**config.mk**
```make
export PLATFORM = sky130hd
export DESIGN_NAME = router_frame_arb_flat
export DESIGN_NICKNAME = d
export VERILOG_FILES = /design/src/rtl/router_pkg.sv /design/src/rtl/router_frame_arb_if.sv /design/src/rtl/router_rr_pick.sv /design/src/rtl/router_frame_arb.sv /design/src/flat_wrapper.sv
export SDC_FILE = /design/constraint.sdc
export NUM_CORES = 1
export LEC_CHECK = 0
export ABC_AREA = 1
export CORE_UTILIZATION = 25
export CTS_CLUSTER_DIAMETER = 50
export DETAILED_ROUTE_END_ITERATION = 10
export MAX_ROUTING_LAYER = met4
export SLEW_MARGIN = 30
export SYNTH_ARGS = -nofsm -noshare
export SYNTH_HDL_FRONTEND = slang
export SYNTH_SLANG_ARGS = --single-unit
```
**constraint.sdc**
```tcl
create_clock -name CLK -period 3.85 [get_ports CLK]
set_input_delay 0.5775 -clock CLK [delete_from_list [all_inputs] [get_ports CLK]]
set_output_delay 0.5775 -clock CLK [all_outputs]
set_load 0.005 [all_outputs]
```
**src/rtl/router_pkg.sv**
```systemverilog
// rtl/router_pkg.sv - shared FSM encoding and default parameters for the output-port frame arbiter
package router_pkg;

    typedef enum logic [1:0] {
        ARB_IDLE  = 2'd0,
        ARB_BUSY  = 2'd1,
        ARB_DRAIN = 2'd2
    } arb_state_t;

    localparam int          DEF_NUM_PORTS      = 4;
    localparam int          DEF_GAP_CYCLES     = 7;
    localparam logic [15:0] DEF_TIMEOUT_CYCLES = 16'd4096;

endpackage

```
**src/rtl/router_frame_arb_if.sv**
```systemverilog
// rtl/router_frame_arb_if.sv - request/grant bundle between source ports and one output arbiter
interface router_frame_arb_if
    import router_pkg::*;
#(
    parameter int NumPorts = DEF_NUM_PORTS
);
    logic [NumPorts-1:0] REQ;
    logic [NumPorts-1:0] SRC_EOF;
    logic                Q_BP;
    logic [NumPorts-1:0] GRANT;
    logic [NumPorts-1:0] HOLD;
    logic [NumPorts-1:0] SRC_BP;
    logic [NumPorts-1:0] ABORT;
    logic                BUSY;
    logic [7:0]          ABORT_CNT;

    modport master (
        output REQ, SRC_EOF, Q_BP,
        input  GRANT, HOLD, SRC_BP, ABORT, BUSY, ABORT_CNT
    );

    modport slave (
        input  REQ, SRC_EOF, Q_BP,
        output GRANT, HOLD, SRC_BP, ABORT, BUSY, ABORT_CNT
    );
endinterface

```
**src/rtl/router_rr_pick.sv**
```systemverilog
// rtl/router_rr_pick.sv - rotating-priority one-hot pick of the first requester at or after a pointer
module router_rr_pick #(
    parameter int NumPorts = 4,
    parameter int PtrW     = (NumPorts > 1) ? $clog2(NumPorts) : 1
) (
    input  logic [NumPorts-1:0] req,
    input  logic [PtrW-1:0]     rr_ptr,
    output logic [NumPorts-1:0] pick,
    output logic                valid
);

    // scan ports from rr_ptr upward, wrapping at NumPorts, keeping the first one set
    always_comb begin
        int idx;
        idx   = 0;
        pick  = '0;
        valid = 1'b0;
        for (int i = 0; i < NumPorts; i++) begin
            idx = int'(rr_ptr) + i;
            if (idx >= NumPorts) begin
                idx = idx - NumPorts;
            end
            if (!valid && req[idx[PtrW-1:0]]) begin
                pick[idx[PtrW-1:0]] = 1'b1;
                valid               = 1'b1;
            end
        end
    end

endmodule

```
**src/rtl/router_frame_arb.sv**
```systemverilog
// rtl/router_frame_arb.sv - frame-granular round-robin arbiter for one output port with gap and timeout
module router_frame_arb
    import router_pkg::*;
#(
    parameter int          NumPorts      = DEF_NUM_PORTS,
    parameter int          PortNo        = 1,
    parameter int          GapCycles     = DEF_GAP_CYCLES,
    parameter logic [15:0] TimeoutCycles = DEF_TIMEOUT_CYCLES
) (
    input  logic              CLK,
    input  logic              RST_N,
    router_frame_arb_if.slave arb
);

    localparam int          PtrW           = (NumPorts > 1) ? $clog2(NumPorts) : 1;
    // the caller folds DEST==PortNo into REQ, so the number is informational here
    localparam int          unused_port_no = PortNo;
    localparam logic [15:0] TO_LAST        = TimeoutCycles - 16'd1;
    localparam logic [15:0] GAP_LAST       = 16'(GapCycles - 1);

    arb_state_t          state_q, state_d;
    logic [NumPorts-1:0] grant_q, abort_q, pick;
    logic                pick_valid;
    logic [PtrW-1:0]     rr_ptr_q, rr_ptr_nxt;
    logic [15:0]         to_cnt_q, gap_cnt_q;
    logic [7:0]          abort_cnt_q;
    logic                eof_hit, to_hit, gap_done;

    router_rr_pick #(
        .NumPorts (NumPorts),
        .PtrW     (PtrW)
    ) u_rr_pick (
        .req    (arb.REQ),
        .rr_ptr (rr_ptr_q),
        .pick   (pick),
        .valid  (pick_valid)
    );

    // pointer moves to the port just after the winner; the top port wraps to 0
    always_comb begin
        rr_ptr_nxt = '0;
        for (int i = 0; i < NumPorts - 1; i++) begin
            if (pick[i]) begin
                rr_ptr_nxt = PtrW'(i + 1);
            end
        end
    end

    // end-of-frame from the owner beats a timeout landing in the same cycle
    always_comb begin
        eof_hit  = (state_q == ARB_BUSY) && (|(arb.SRC_EOF & grant_q));
        to_hit   = (state_q == ARB_BUSY) && !eof_hit && !arb.Q_BP && (to_cnt_q == TO_LAST);
        gap_done = (gap_cnt_q == GAP_LAST);
    end

    // state register
    always_ff @(posedge CLK or negedge RST_N) begin
        if (!RST_N) begin
            state_q <= ARB_IDLE;
        end else begin
            state_q <= state_d;
        end
    end

    // next-state decode
    always_comb begin
        state_d = state_q;
        unique case (state_q)
            ARB_IDLE:  if (pick_valid) state_d = ARB_BUSY;
            ARB_BUSY:  if (eof_hit || to_hit) state_d = (GapCycles == 0) ? ARB_IDLE : ARB_DRAIN;
            ARB_DRAIN: if (gap_done) state_d = ARB_IDLE;
            default:   state_d = ARB_IDLE;
        endcase
    end

    // grant, pointer, timeout/gap counters and abort bookkeeping
    always_ff @(posedge CLK or negedge RST_N) begin
        if (!RST_N) begin
            grant_q     <= '0;
            abort_q     <= '0;
            rr_ptr_q    <= '0;
            to_cnt_q    <= '0;
            gap_cnt_q   <= '0;
            abort_cnt_q <= '0;
        end else begin
            abort_q <= '0;
            case (state_q)
                ARB_IDLE: begin
                    if (pick_valid) begin
                        grant_q  <= pick;
                        rr_ptr_q <= rr_ptr_nxt;
                        to_cnt_q <= '0;
                    end
                end
                ARB_BUSY: begin
                    if (eof_hit) begin
                        grant_q   <= '0;
                        gap_cnt_q <= '0;
                    end else if (to_hit) begin
                        abort_q   <= grant_q;
                        grant_q   <= '0;
                        gap_cnt_q <= '0;
                        if (abort_cnt_q != 8'hFF) begin
                            abort_cnt_q <= abort_cnt_q + 8'd1;
                        end
                    end else if (!arb.Q_BP) begin
                        to_cnt_q <= to_cnt_q + 16'd1;
                    end
                end
                ARB_DRAIN: gap_cnt_q <= gap_cnt_q + 16'd1;
                default: ;
            endcase
        end
    end

    // port-facing outputs
    always_comb begin
        arb.GRANT     = grant_q;
        arb.HOLD      = arb.REQ & ~grant_q;
        arb.SRC_BP    = arb.Q_BP ? grant_q : '0;
        arb.ABORT     = abort_q;
        arb.BUSY      = (state_q == ARB_BUSY);
        arb.ABORT_CNT = abort_cnt_q;
    end

endmodule

```
**src/flat_wrapper.sv**
```systemverilog
// flat-port wrapper written by rule: the top's interface ports become plain ports
module router_frame_arb_flat import router_pkg::*;
#(
    parameter int          NumPorts      = DEF_NUM_PORTS,
    parameter int          PortNo        = 1,
    parameter int          GapCycles     = DEF_GAP_CYCLES,
    parameter logic [15:0] TimeoutCycles = DEF_TIMEOUT_CYCLES
)
  (CLK, RST_N, arb_REQ, arb_SRC_EOF, arb_Q_BP, arb_GRANT, arb_HOLD, arb_SRC_BP, arb_ABORT, arb_BUSY, arb_ABORT_CNT);
  router_frame_arb_if #(.NumPorts(NumPorts)) arb_i ();
  input  logic CLK;
  input  logic RST_N;
  input wire logic [$bits(arb_i.REQ)-1:0] arb_REQ;
  input wire logic [$bits(arb_i.SRC_EOF)-1:0] arb_SRC_EOF;
  input wire logic [$bits(arb_i.Q_BP)-1:0] arb_Q_BP;
  output wire logic [$bits(arb_i.GRANT)-1:0] arb_GRANT;
  output wire logic [$bits(arb_i.HOLD)-1:0] arb_HOLD;
  output wire logic [$bits(arb_i.SRC_BP)-1:0] arb_SRC_BP;
  output wire logic [$bits(arb_i.ABORT)-1:0] arb_ABORT;
  output wire logic [$bits(arb_i.BUSY)-1:0] arb_BUSY;
  output wire logic [$bits(arb_i.ABORT_CNT)-1:0] arb_ABORT_CNT;
  assign arb_i.REQ = arb_REQ;
  assign arb_i.SRC_EOF = arb_SRC_EOF;
  assign arb_i.Q_BP = arb_Q_BP;
  assign arb_GRANT = arb_i.GRANT;
  assign arb_HOLD = arb_i.HOLD;
  assign arb_SRC_BP = arb_i.SRC_BP;
  assign arb_ABORT = arb_i.ABORT;
  assign arb_BUSY = arb_i.BUSY;
  assign arb_ABORT_CNT = arb_i.ABORT_CNT;
  router_frame_arb #(.NumPorts(NumPorts), .PortNo(PortNo), .GapCycles(GapCycles), .TimeoutCycles(TimeoutCycles)) u_core (.CLK(CLK), .RST_N(RST_N), .arb(arb_i));
endmodule
```
==> results.sh, run 1 <==
export IMPL_status="complete, no violations"
export IMPL_clock_latency_ns=0.29
export IMPL_p_per_area_nw_per_um2=531
export IMPL_p_switching_uw=1020
export IMPL_crit_slowest_cell="dfrtp_1"
export IMPL_cts_max_level=2
export IMPL_drtIter0Drc=202
export IMPL_syn_inst=480
export IMPL_cts_tree="done"
export IMPL_whs_ns=0.281
export IMPL_wl_per_cell_um=11.3
export IMPL_cts_inserted_buffers=5
export IMPL_comb_power_share_pct=47.2
export IMPL_die_w_um=121
export IMPL_p_leak_uw=0.00195
export IMPL_critPathKind="flop to flop"
export IMPL_maxSlewViolCount=0
export IMPL_drc=0
export IMPL_r2r_end="u_core.gap_cnt_q[2]"
export IMPL_endpoint_kind="flop"
export IMPL_cp_start_kind="flop"
export IMPL_grt_max_degree=28
export IMPL_tns_ns=0
export IMPL_clk_pin_slew_ns=0.08
export IMPL_die_area_sq_um=14700
export IMPL_n_fill_cell=1455
export IMPL_grt_total_usage_pct=11.5
export IMPL_num_nets_final=539
export IMPL_syn_nets=504
export IMPL_grt_setup_unrepaired="false"
export IMPL_hold_viol=0
export IMPL_r2r_start="u_core.state_q[1]"
export IMPL_die_h_um=121
export IMPL_yosysWarnings=0
export IMPL_gp_congestion=0.882
export IMPL_grt_overflow_total=0
export IMPL_crit_arrival_ns=2.67
export IMPL_setup_viol=0
export IMPL_clock_sinks=52
export IMPL_ys_ff_latch=52
export IMPL_yosysSeqAreaShare_pct=36.6
export IMPL_crit_fanout=25
export IMPL_fin_worst_skew_ns=0.0129
export IMPL_period_needed_ns=2.46
export IMPL_cts_root_buf="clkbuf_16"
export IMPL_fin_crit_sh_pct=63.8
export IMPL_max_stage_delay_ns=0.38
export IMPL_rows=43
export IMPL_p_clk_share_pct=23.3
export IMPL_ys_types=35
export IMPL_dpl_hpwl_um=5980
export IMPL_ant_nets=0
export IMPL_vias=3123
export IMPL_io_buffers=35
export IMPL_slew_headroom_pct=50.9
export IMPL_cts_repair_resized=0
export IMPL_cts_hold_buf=0
export IMPL_cap_viol_max_count=0
export IMPL_start_util_pct=25.6
export IMPL_hold_class="input port to asynchronous set/reset pin"
export IMPL_post_cts_buffers=0
export IMPL_core_area_sq_um=13900
export IMPL_ios=36
export IMPL_tightest_slew_ns=0.737
export IMPL_cts_buffer_depth=2
export IMPL_antenna_found_initial=0
export IMPL_cp_required_ns=4.06
export IMPL_p_seq_share_pct=29.5
export IMPL_cp_cell_sequence="inv_1 > ha_1 > inv_2 > nor2_1 > nand3_4 > nand2_2 > nand2_2 > inv_2 > nand2_1 > a21oi_1"
export IMPL_irDropWorstVdd_uv=286
export IMPL_p_int_uw=1240
export IMPL_drive_gt1_share_pct=8.14
export IMPL_via_per_inst=4.49
export IMPL_grt_pass1_wl_um=13400
export IMPL_first_global_vias=2954
export IMPL_dr_pass1_iters=5
export IMPL_areaGrowthSynthToFinish_pct=19.4
export IMPL_finalWirelength_um=7870
export IMPL_syn_avg_cell_area_sq_um=7.41
export IMPL_reg2reg_slack_ns=1.39
export IMPL_syn_cell_area_sq_um=3560
export IMPL_antenna_cells=0
export IMPL_max_freq_mhz=407
export IMPL_switching_share_pct=45.1
export IMPL_rr_worst_depth=10
[worst max-delay path: cells and delay by family (launching register included)]
family | cells | cell delay, ns
AND/OR/NAND/NOR | 5 | 1.05
adder cells (fa/ha/maj) | 1 | 0.27
flip-flops | 1 | 0.38
buffers and inverters | 3 | 0.53
AO/OA/AOI/OAI | 1 | 0.13
[synthesized netlist by cell type]
cell type | count | area share, %
nand2_1 | 135 | 14
nor2_1 | 59 | 6.2
nand3_1 | 57 | 8.0
dfrtp_1 | 52 | 37
inv_1 | 48 | 5.1
xor2_1 | 28 | 6.9
ha_1 | 13 | 4.6
nand2_2 | 11 | 1.9
nand4_1 | 11 | 1.9
nor3_1 | 8 | 1.1
o31ai_2 | 7 | 2.5
o21ai_0 | 6 | 0.84
xnor2_1 | 5 | 1.2
a21oi_1 | 4 | 0.56
nor4_1 | 4 | 0.70
inv_2 | 3 | 0.32
nand3_2 | 3 | 0.84
o31ai_1 | 3 | 0.63
buf_4 | 2 | 0.42
buf_6 | 2 | 0.63
clkbuf_1 | 2 | 0.21
nor2_2 | 2 | 0.35
nor2_4 | 2 | 0.63
o21ai_1 | 2 | 0.28
and3_1 | 1 | 0.18
buf_2 | 1 | 0.14
buf_8 | 1 | 0.42
clkinv_1 | 1 | 0.11
nand2_4 | 1 | 0.32
nand2_8 | 1 | 0.56
nand3_4 | 1 | 0.49
nand3b_1 | 1 | 0.21
nor3b_1 | 1 | 0.21
o21a_1 | 1 | 0.21
o21ai_4 | 1 | 0.46
[power by group through the flow]
stage                     registers (uW)  clock network [uW]  logic (uW)
final                                665                 525        1070
after global routing                 676                 560        1200
after CTS                            665                 543        1070
after detailed placement             676                   0        1070
after global placement               674                   0        1050
after floorplan                      655                   0         885
[flip-flops by register name, indices dropped and copies added (netlist names)]
name and cells:
u_core.gap_cnt_q 16, u_core.arb.ABORT 4, u_core.arb.ABORT_CNT 8, u_core.state_q 2, u_core.arb.GRANT 4, u_core.to_cnt_q 16, u_core.rr_ptr_q 2
[stage by stage]
stage / worst slack [ns] / cells / total power (uW) / instance area (sq um) / utilization (%)
after global placement: 1.28 / 688 / 1720 / 4070 / 29.3
final: 1.39 / 696 / 2260 / 4250 / 30.6
after floorplan: 1.83 / 480 / 1540 / 3560 / -
after global routing: 1.09 / 696 / 2440 / 4250 / 30.6
after detailed placement: 1.18 / 688 / 1740 / 4070 / 29.3
after CTS: 1.35 / 696 / 2280 / 4250 / 30.6
[cell families (layout without fill, tap and decap cells)]
| kind of cell | count (synthesis) | in the layout | synth area share, % |
|---|---|---|---|
| DFF | 52 | 52 | 36.6 |
| buffers and inverters | 60 | 96 | 7.31 |
| xor gates and xnor gates | 33 | 33 | 8.12 |
| adders and majority gates | 13 | 13 | 4.57 |
| AOI/OAI and AO/OA | 24 | 24 | 5.45 |
| and+or+nand+nor | 298 | 298 | 38.0 |
[layer usage]
| layer | track usage, % | up-vias | wire (um) |
|---|---|---|---|
| met2 | 19.8 | 65 | 3840 |
| met3 | 1.97 | 10 | 278 |
| met1 | 13.5 | 1442 | 3610 |
| li1 | - | 1606 | - |
| met5 | - | - | 0 |
| met4 | 3.94 | 0 | 142 |
[worst max path at each step]
stage,from,end,slack [ns],cells past startpoint
final,u_core.state_q[1],u_core.gap_cnt_q[2],1.39,10
after global routing,u_core.state_q[1],u_core.gap_cnt_q[5],1.09,10
after CTS,u_core.state_q[1],u_core.gap_cnt_q[2],1.35,10
after detailed placement,arb_Q_BP,u_core.gap_cnt_q[2],1.18,8
after global placement,arb_Q_BP,u_core.gap_cnt_q[5],1.28,8
after floorplan,u_core.rr_ptr_q[0],u_core.to_cnt_q[10],1.83,13
[cells in the final DEF (no fill, tap or decap), types with 8 or more instances in the layout]
master	netlist	final
clkdlybuf4s50_1	0	34
dfrtp_1	52	52
ha_1	13	13
inv_1	48	48
nand2_1	135	135
nand2_2	11	11
nand3_1	57	57
nand4_1	11	11
nor2_1	59	59
nor3_1	8	8
xor2_1	28	28
[final cells by class]
cell class | count | area, sq um | share of cell area (%)
clock buffers | 6 | 139 | 3.27
inverters | 52 | 195 | 4.59
clock inverters | 2 | 38.8 | 0.913
multi-input cells | 368 | 2000 | 47.0
flip-flops and latches | 52 | 1300 | 30.6
well taps | 180 | 225 | 5.30
repair buffers | 36 | 353 | 8.30
No activity file was read; power rests on OpenSTA's default activity.
==> run 2: changes to the inputs <==
- clock period: 3.85 -> 2.5 ns (I/O delays scaled with it)
==> results.sh, run 2 (synthesis gave the netlist of run 1 again) <==
export IMPL_status="complete, no violations"
export IMPL_vias=3161
export IMPL_grt_overflow_total=0
export IMPL_cp_start_kind="flop"
export IMPL_first_global_vias=3024
export IMPL_grt_max_degree=53
export IMPL_ios=36
export IMPL_cts_hold_buf=0
export IMPL_crit_fanout=13
export IMPL_via_per_inst=4.48
export IMPL_r2r_end="u_core.gap_cnt_q[11]"
export IMPL_cp_required_ns=2.67
export IMPL_ant_nets=0
export IMPL_final_cell_mix="nand2_1, nor2_1, nand3_1"
export IMPL_p_per_area_nw_per_um2=812
export IMPL_grt_pass1_wl_um=14300
export IMPL_setup_viol=0
export IMPL_wl_met2_um=3930
export IMPL_cts_max_level=2
export IMPL_finalWirelength_um=8260
export IMPL_drtIter0Drc=149
export IMPL_irDropWorstVdd_uv=345
export IMPL_n_fill_cell=1466
export IMPL_endpoint_kind="flop"
export IMPL_maxSlewViolCount=0
export IMPL_start_util_pct=25.6
export IMPL_die_w_um=121
export IMPL_max_freq_mhz=467
export IMPL_io_buffers=35
export IMPL_grt_total_usage_pct=12.4
export IMPL_hold_viol=0
export IMPL_fin_util_pct=30.9
export IMPL_areaGrowthSynthToFinish_pct=20.6
export IMPL_p_leak_uw=0.00198
export IMPL_whs_ns=0.190
export IMPL_cts_repair_resized=0
export IMPL_dr_wl_met3_um=373
export IMPL_clk_pin_slew_ns=0.07
export IMPL_fin_worst_skew_ns=0.00890
export IMPL_r2r_start="u_core.to_cnt_q[0]"
export IMPL_cts_tree="done"
export IMPL_tns_ns=0
export IMPL_die_h_um=121
export IMPL_cts_buffer_depth=2
export IMPL_crit_arrival_ns=2.31
export IMPL_dr_pass1_iters=4
export IMPL_die_area_sq_um=14700
export IMPL_rr_worst_depth=11
export IMPL_wl_per_cell_um=11.7
export IMPL_fin_crit_sh_pct=85.7
export IMPL_cts_root_buf="clkbuf_16"
export IMPL_antenna_cells=0
export IMPL_power_uw=3490
export IMPL_drt_met1_wl_um=3870
export IMPL_reg2reg_slack_ns=0.36
export IMPL_core_area_sq_um=13900
export IMPL_antenna_found_initial=0
export IMPL_drive_gt1_share_pct=9.89
export IMPL_cts_inserted_buffers=5
export IMPL_dpl_hpwl_um=6140
export IMPL_post_cts_buffers=0
export IMPL_grt_setup_unrepaired="false"
export IMPL_route_top_layer_used="met4"
export IMPL_slew_headroom_pct=56.1
export IMPL_rows=43
export IMPL_final_common_cell="nand2_1"
export IMPL_critPathKind="flop to flop"
export IMPL_drc=0
export IMPL_hold_class="input port to asynchronous set/reset pin"
export IMPL_tightest_slew_ns=0.658
export IMPL_period_needed_ns=2.14
export IMPL_clock_latency_ns=0.29
export IMPL_clock_sinks=52
export IMPL_num_nets_final=550
export IMPL_gp_congestion=0.886
export IMPL_cap_viol_max_count=0
-- run 2: cell types whose count changed in the layout (fill, tap and decap cells not counted), sizes merged --
| cell | change |
|---|---|
| clkinvlp | +1 |
| bufinv | -1 |
| buf | +11 |
| clkbuf | -1 |
-- run 2: worst max-delay path by stage --
stage                        from              endpoint  cells past startpoint
2_1_floorplan  u_core.rr_ptr_q[0]   u_core.to_cnt_q[10]                     13
3_3_place_gp       arb_SRC_EOF[1]  u_core.gap_cnt_q[11]                     10
3_5_place_dp       arb_SRC_EOF[1]  u_core.gap_cnt_q[11]                     10
4_1_cts        u_core.to_cnt_q[0]  u_core.gap_cnt_q[11]                     10
5_1_grt        u_core.to_cnt_q[0]  u_core.gap_cnt_q[11]                     11
6_report       u_core.to_cnt_q[0]  u_core.gap_cnt_q[11]                     11
-- run 2: power breakdown --
part	internal, uW	leakage (uW)	switching [uW]
combinational	582	0.00121	1240
clock	365	0.0000657	314
sequential	914	0.000710	72.5
-- run 2: metrics by stage --
stage / setup WS (ns) / std cells / instance area, sq um
after detailed placement: 0.221 / 699 / 4150
after CTS: 0.329 / 706 / 4290
final: 0.359 / 706 / 4290
after global routing: 0.113 / 706 / 4290
after global placement: 0.296 / 699 / 4150
after floorplan: 0.480 / 480 / 3560
-- run 2: critical path, stage by stage, from the launching register on --
cell and delay [ns]:
dfrtp_1 0.41, ha_1 0.24, nand3_2 0.15, nor2_4 0.15, nand2_2 0.08, nor2_4 0.12, nand3_4 0.14, nand2_2 0.13
nand2_2 0.18, buf_4 0.25, nand2_1 0.09, o31ai_2 0.06
-- run 2: cell type report --
type	count	area, sq um	area share [%]
tap	180	225	5.25
clock inverter	2	12.5	0.292
timing repair buffer	47	435	10.1
sequential	52	1300	30.3
clock buffer	5	125	2.92
multi-input combinational	368	2000	46.5
inverter	52	195	4.55
-- run 2: per-layer routing --
metal | global-route usage [%] | up-vias
met1 | 15.5 | 1467
li1 | - | 1623
met4 | 3.70 | 0
met3 | 2.49 | 6
met2 | 20.2 | 65
met5 | - | -
==> run 3: changes to the inputs <==
- PLACE_DENSITY_LB_ADDON: not set -> 0.12
- SLEW_MARGIN: 30 -> not set
- SYNTH_HIERARCHICAL: not set -> 1
==> results.sh, run 3 <==
export IMPL_clock_latency_ns=0.29
export IMPL_cts_hold_buf=0
export IMPL_rr_worst_depth=15
export IMPL_synth_commonest_cells="nand2_1, nor2_1, dfrtp_1, inv_1, nand3_1"
export IMPL_antenna_cells=0
export IMPL_cts_max_level=2
export IMPL_p_leak_uw=0.00211
export IMPL_dpl_hpwl_um=6930
export IMPL_drtIter0Drc=164
export IMPL_die_area_sq_um=15700
export IMPL_hold_viol=0
export IMPL_cts_tree="done"
export IMPL_setup_viol=0
export IMPL_yosysTopAreaCell="dfrtp_1"
export IMPL_ios=36
export IMPL_yosys_area_share_simple_pct=46.0
export IMPL_ant_nets=0
export IMPL_maxSlewViolCount=0
export IMPL_cts_buffer_depth=2
export IMPL_cts_inserted_buffers=5
export IMPL_synth_compound_area_share_pct=4.60
export IMPL_period_needed_ns=2.23
export IMPL_dp_cells=787
export IMPL_vias=3516
export IMPL_final_common_cell="nand2_1"
export IMPL_io_buffers=35
export IMPL_synth_top_family_by_area="simple AND/OR/NAND/NOR gates"
export IMPL_die_h_um=125
export IMPL_rows=44
export IMPL_yosysWarnings=6
export IMPL_antenna_found_initial=0
export IMPL_post_cts_buffers=0
export IMPL_finalNonFillerCells=795
export IMPL_syn_avg_cell_area_sq_um=6.71
export IMPL_crit_arrival_ns=2.47
export IMPL_grt_setup_unrepaired="false"
export IMPL_grt_pass1_wl_um=16400
export IMPL_synth_adder_area_share_pct=4.60
export IMPL_fin_crit_sh_pct=89.4
export IMPL_critPathKind="flop to flop"
export IMPL_wl_per_cell_um=11.7
export IMPL_irDropWorstVdd_uv=415
export IMPL_tns_ns=0
export IMPL_hold_class="input port to asynchronous set/reset pin"
export IMPL_synth_mux_area_fraction_pct=0
export IMPL_tightest_slew_ns=0.701
export IMPL_start_util_pct=25.9
export IMPL_p_per_area_nw_per_um2=780
export IMPL_fin_worst_skew_ns=0.00803
export IMPL_core_area_sq_um=14700
export IMPL_crit_fanout=16
export IMPL_first_global_vias=3366
export IMPL_async_flop_share_pct=100
export IMPL_grt_overflow_total=0
export IMPL_syn_nets=592
export IMPL_reg2reg_slack_ns=0.27
export IMPL_max_freq_mhz=447
export IMPL_fin_util_pct=31.0
export IMPL_drc=0
export IMPL_drive_gt1_share_pct=10.1
export IMPL_r2r_end="u_core/to_cnt_q[15]"
export IMPL_endpoint_kind="flop"
export IMPL_yosysMostFrequentCell="nand2_1"
export IMPL_areaGrowthSynthToFinish_pct=19.9
export IMPL_synth_edf_count=0
export IMPL_ys_ff_latch=52
export IMPL_synth_xor_area_share_pct=3.45
export IMPL_status="complete, no violations"
export IMPL_cp_start_kind="flop"
export IMPL_num_nets_final=635
export IMPL_die_w_um=125
export IMPL_cts_repair_resized=0
export IMPL_synth_flop_cell="dfrtp_1"
export IMPL_syn_cell_area_sq_um=3810
export IMPL_via_per_inst=4.42
export IMPL_r2r_start="u_core/rr_ptr_q[0]"
export IMPL_yosysSeqAreaShare_pct=34.2
export IMPL_ys_types=33
export IMPL_synth_area_top_cells="dfrtp_1, nand2_1, nor2_1, nand3_1, inv_1"
export IMPL_cp_required_ns=2.74
export IMPL_grt_max_degree=30
export IMPL_clock_sinks=52
export IMPL_finalWirelength_um=9290
export IMPL_syn_inst=567
export IMPL_grt_total_usage_pct=13.1
export IMPL_startpoint="u_core/rr_ptr_q[0]"
export IMPL_cap_viol_max_count=0
export IMPL_dr_pass1_iters=4
export IMPL_synth_top_area_share_pct=34.2
export IMPL_final_cell_mix="nand2_1, nor2_1, inv_1, dfrtp_1, nand3_1"
export IMPL_cts_root_buf="clkbuf_16"
export IMPL_clk_pin_slew_ns=0.07
export IMPL_gp_congestion=0.811
export IMPL_slew_headroom_pct=53.3
export IMPL_crit_end="u_core/to_cnt_q[15]"
[run 3: through the flow]
stage | power [uW] | setup WS [ns] | hold slack [ns] | area, sq um
floorplan | 2360 | 0.224 | 0.0794 | 3810
global placement | 2840 | 0.165 | 0.468 | 4400
detailed placement | 2850 | 0.0779 | 0.468 | 4400
CTS | 3580 | 0.118 | 0.150 | 4550
global route | 3890 | 0.0269 | 0.181 | 4560
finish | 3560 | 0.265 | 0.115 | 4560
[run 3: per-layer routing]
metal  global-route usage, %  wire length, um  vias to the layer above
met3                    1.93              211                        7
met1                    17.2             4650                     1625
met2                    21.1             4340                       38
met4                    3.23               95                        0
li1                        -                -                     1846
met5                       -                0                        -
[run 3: area by class of cell]
cell class,instances,area [sq um]
Fill cell,1599,10100
Multi-Input combinational cell,451,2240
Sequential cell,52,1300
Timing Repair Buffer,44,425
Tap cell,184,230
Inverter,56,213
Clock buffer,6,139
Clock inverter,2,10.0
[run 3: cell families after synthesis]
logic type	count (synthesis)
compound gates	28
xor+xnor	15
fa+ha+maj	14
buf+inv	64
flops	52
simple gates	394
[run 3: how the worst min path moves through the flow]
stage	to	slack, ns
4_1_cts	u_core/arb.ABORT_CNT[4]	0.15
6_report	u_core/arb.ABORT_CNT[4]	0.12
3_3_place_gp	u_core/arb.ABORT_CNT[4]	0.47
5_1_grt	u_core/arb.ABORT_CNT[2]	0.18
3_5_place_dp	u_core/arb.ABORT_CNT[4]	0.47
2_1_floorplan	u_core/arb.ABORT[0]	0.08
[run 3: report_power, final]
part,switching (uW),total (uW),internal [uW]
clock,319,715,396
sequential,89.5,1010,917
combinational,1220,1840,615
[run 3: worst max-delay path, cell delays in order, from the launching register on]
cell and delay (ns):
dfrtp_1 0.40, inv_4 0.08, ha_1 0.34, inv_1 0.12, nand3_1 0.10, nand2_2 0.11
nand2_4 0.06, nor2_4 0.11, nand2_1 0.10, nand2_1 0.14, o21ai_1 0.12, nand2_1 0.11
inv_1 0.10, nand2_8 0.14, nand2_1 0.07, nand2_1 0.07
==> patch 1: new RTL, settings of run 3 <==
Make the reset (`RST_N`) synchronous in 2 clocked blocks.
--- a/src/rtl/router_frame_arb.sv
+++ b/src/rtl/router_frame_arb.sv
@@ -56,3 +56,3 @@
     // state register
-    always_ff @(posedge CLK or negedge RST_N) begin
+    always_ff @(posedge CLK) begin
         if (!RST_N) begin
@@ -76,3 +76,3 @@
     // grant, pointer, timeout/gap counters and abort bookkeeping
-    always_ff @(posedge CLK or negedge RST_N) begin
+    always_ff @(posedge CLK) begin
         if (!RST_N) begin
Formal check against the unedited RTL: differs if RST_N is asserted again (counterexample within 4 cycles, from zero or initial values and one cycle with RST_N low); with RST_N held inactive, the same outputs for 10 cycles.
==> patch 1 against run 3 <==
  * Hold slack gained 0.38 ns
  * Power rose by 9.7%
  * Utilization is essentially flat
  * Wire length up 6.6%
  * Die area grew 0.71%
  * Sequential cell count is the same
  * Final area increased by 0.47%
  * Via count up 5.4%
  * Synthesized cell count up 9.3%
  * First-iteration DRC count rose by 21%
  * Synthesized area is 0.72% higher
  * Maximum frequency is 1.4% lower
  * Setup slack worse by 0.031 ns
  * Largest cell class unchanged
  * Sequential power down 4%
==> patch 1: results <==
[timing]
skew_ns = 0.009283
tightestPinTransition_ns = 0.5454

[global_route]
antenna_found_initial = 0
track_usage_pct = 13.51
grt_pass1_wl_microns = 16810
grt_max_degree = 19
grt_pass1_vias = 3525

[min_path]
whs_path_depth = 2
hold_path_class = reg2reg
holdPathEnd = u_core/to_cnt_q[1]

[drt]
wire_per_inst_microns = 11.71
routed_wl_microns = 9905
drt_iter0_drc = 199
vias = 3707

[critical_path]
rrSetupSlack_ns = 0.23
worstPathMaxFanout = 9
rr_worst_depth = 16
arrival_ns = 2.50
r2r-end = u_core/to_cnt_q[5]
reg2reg_from = u_core/rr_ptr_q[0]

[power]
vdd_ir_drop_max_uv = 408.6
p_leak_nw = 1.819

[yosys]
synth_cell_types = 37
ys_top_cells_by_area = dfxtp_1, nand2_1, nor2_1, nand3_1, inv_1
syn_inst = 620
synth-async-reset-ratio_pct = 0
synth_common_cells = nand2_1, nor2_1, inv_1
syn_nets = 645
ys_seq_area_share_pct = 27.15

[run_status]
outcome = finished, final reports clean

[placement]
hpwlAfterDp_microns = 7459
dp.cells = 840
gp_congestion = 0.8219
placed_area_sq_mm = 0.004428

[layout]
final_nets = 688
drive_above_1_share_pct = 10.88

[clock_tree]
ctsResizeCount = 0
cts-buffers-inserted = 5
post_cts_buffers = 0
clock-root-buffer = clkbuf_16
clock_latency_ns = 0.30
==> patch 1: changes by cell type in the layout (fill, tap and decap cells not counted), sizes merged, moves of 2 or more <==
cell and delta:
dfrtp -52, dfxtp +52, a21oi +34, nand2 -34, nor2 +28, inv +21, o21ai -8, nand3 +7
buf +4, nor3 +4, nand4 +3, o21bai -3, xor2 -3, xnor2 -2
==> patch 1: worst max-delay path, cell delays in order, from the launching register on <==
cell	delay, ns
dfxtp_1	0.35
inv_2	0.04
ha_1	0.32
inv_1	0.12
nand3_1	0.10
nand2_1	0.15
nand2_4	0.07
nor2_4	0.08
nand2_1	0.08
nand2_1	0.15
o21ai_4	0.08
o21ai_2	0.11
nor2_8	0.07
nand2_4	0.14
buf_4	0.16
nand2_1	0.06
a21oi_2	0.13
==> patch 1: how the worst max path moves through the flow <==
stage	start	to	slack (ns)	depth (start not counted)
global route	u_core/rr_ptr_q[0]	u_core/to_cnt_q[15]	0.04	17
finish	u_core/rr_ptr_q[0]	u_core/to_cnt_q[5]	0.23	16
CTS	u_core/rr_ptr_q[0]	u_core/to_cnt_q[7]	0.23	16
global placement	arb_REQ[3]	u_core/to_cnt_q[10]	0.08	16
detailed placement	arb_REQ[2]	u_core/to_cnt_q[15]	-0.01	16
floorplan	u_core/rr_ptr_q[0]	u_core/to_cnt_q[0]	0.12	17
==> patch 1: cell families (layout without fill, tap and decap cells) <==
logic type               count (synthesis)  count (layout)  synth area share (%)
AO/OA/AOI/OAI                           51              51                 7.768
adder cells (fa/ha/maj)                 14              14                 4.569
XOR/XNOR                                10              10                 2.285
AND/OR/NAND/NOR                        401             401                 47.81
flip-flops                              52              52                 27.15
buffers and inverters                   92             134                 10.41
==> patch 1: layout make-up <==
class | instances | area [sq um]
Timing Repair Buffer | 49 | 455.4
Multi-Input combinational cell | 476 | 2394
Tap cell | 184 | 230.2
Clock inverter | 1 | 30.03
Inverter | 79 | 307.8
Sequential cell | 52 | 1041
Fill cell | 1623 | 10170
Clock buffer | 5 | 125.1
==> patch 1: stage by stage <==
step	worst slack, ns	util, %	hold WS (ns)
floorplan	0.1175	-	0.4607
global route	0.03683	31.06	0.5426
detailed placement	-0.01394	30.01	0.4878
global placement	0.07667	30.01	0.4894
finish	0.2342	31.06	0.4981
CTS	0.2261	31.06	0.4990
==> patch 1: routing by layer <==
layer	wire [microns]	track usage (%)
met5	0	-
met4	102	3.685
met3	241	2.676
met2	4626	22.22
met1	4935	16.81
==> patch 1: report_power, final <==
part | total (mW) | switching, mW | internal, mW
logic | 2.16 | 1.40 | 0.762
registers | 0.971 | 0.0716 | 0.899
clock network | 0.776 | 0.314 | 0.462
total | 3.91 | 1.78 | 2.12
==> patch 2: new RTL, config.mk and constraints of run 3 <==
Made on the original files. The package constant `DEF_NUM_PORTS` goes from 4 to 2.
--- a/src/rtl/router_pkg.sv
+++ b/src/rtl/router_pkg.sv
@@ -9,3 +9,3 @@
 
-    localparam int          DEF_NUM_PORTS      = 4;
+    localparam int          DEF_NUM_PORTS      = 2;
     localparam int          DEF_GAP_CYCLES     = 7;
Ports: changed (6 resized); port bits go from 36 to 24. The function was not compared with the original's and may differ.
==> patch 2 against run 3 <==
  * Sequential cell count fell by 5
  * Synthesized cell count fell by 22%
  * Setup slack improved by 0.050 ns
  * Maximum frequency rose by 2.3%
  * Register-to-register slack improved by 0.20 ns
  * Wire length fell by 21%
  * Synthesized area fell by 18%
  * Highest routed layer unchanged
  * Final area fell by 19%
Power is not compared: it rests on default switching activity, and its combinational part moved more than twofold at a synthesized area within 25%.
==> patch 2: results <==
[clock_tree]
post_cts_buffers = 0
path_clk_slew_ns = 0.07
clock_latency_ns = 0.30
cts-buffers-inserted = 5
htree_levels = 2
clock-root-buffer = clkbuf_16
clockBufferDepth = 2

[min_path]
hold_path_class = in2async

[critical_path]
cp_top_family = buffers and inverters
slowest_delay_ns = 0.51
critPathSlowestCell = clkdlybuf4s50_1
worstPathMaxFanout = 9
rr_worst_depth = 10
arrival_ns = 1.81

[global_route]
grt_pass1_vias = 2715
grt_max_degree = 30
track_usage_pct = 12.86
antenna_found_initial = 0
grt_pass1_wl_microns = 12910

[yosys]
ys_seq_area_share_pct = 37.72
synth-async-reset-ratio_pct = 100.0
yosysWarnings = 6
syn_nets = 455
synth_common_cells = nand2_1, nor2_1, dfrtp_1
synth_cell_types = 31
ys_top_cells_by_area = dfrtp_1, nand2_1, nor2_1, nand3_1, inv_1

[timing]
skew_ns = 0.01075
max_freq_ghz = 0.4578
max_slew_margin_pct = 61.89

[power]
vdd_ir_drop_max_uv = 278.9
p_leak_nw = 1.614
powerDensity_mw_per_mm2 = 696.3

[placement]
gp_congestion = 0.7736
io_buffer_count = 23
placed_area_sq_mm = 0.003533
hpwlAfterDp_microns = 5452

[drt]
drt_pass1_iterations = 4
wire_per_inst_microns = 11.47
via_per_inst = 4.297
drt_iter0_drc = 136

[run_status]
outcome = finished, final reports clean

[layout]
diodes = 0
drive_above_1_share_pct = 9.402
fillers = 1322
final_nets = 482
-- patch 2: logic make-up (layout without fill, tap and decap cells) --
kind of cell	Yosys count	in the layout	share of synthesized area (%)
simple gates	283	283	39.37
buf+inv	48	76	6.942
flops	47	47	37.72
compound gates	37	37	7.905
xor+xnor	16	16	4.495
fa+ha+maj	8	8	3.210
mux	1	1	0.3611
-- patch 2: worst paths after layout --
path	from	end	slack, ns
worst min register to register	u_core/state_q[0]	u_core/state_q[0]	0.51
max in group asynchronous	RST_N	u_core/to_cnt_q[12]	1.88
worst max register to register	u_core/to_cnt_q[0]	u_core/to_cnt_q[7]	0.47
min in group CLK	u_core/state_q[0]	u_core/state_q[0]	0.51
worst min-delay path	RST_N	u_core/gap_cnt_q[12]	0.06
worst max-delay path	u_core/state_q[1]	arb_BUSY	0.32
-- patch 2: layout make-up --
class                      count  share of cell area, %
multi-input combinational    345                  46.56
sequential                    47                  31.74
timing repair buffer          27                  7.225
tap                          168                  5.672
inverter                      41                  4.153
clock buffer                   5                  3.376
clock inverter                 3                  1.283
-- patch 2: metrics by stage --
stage / setup WS [ns] / std cells
global route: 0.1744 / 636
detailed placement: 0.3454 / 628
floorplan: 0.8105 / 440
global placement: 0.4212 / 628
CTS: 0.2869 / 636
finish: 0.3154 / 636
-- patch 2: routing by layer --
metal,part of all wire [%],track usage (%),up-vias
met2,45,20.77,32
met1,51,16.47,1234
met3,2.8,2.391,8
met5,0,-,-
met4,1.0,3.509,0
li1,-,-,1459
-- patch 2: report_power, final --
group / internal (mW) / switching, mW / total, mW
Clock: 0.478 / 0.316 / 0.794
Sequential: 0.824 / 0.0766 / 0.900
Combinational: 0.271 / 0.615 / 0.886
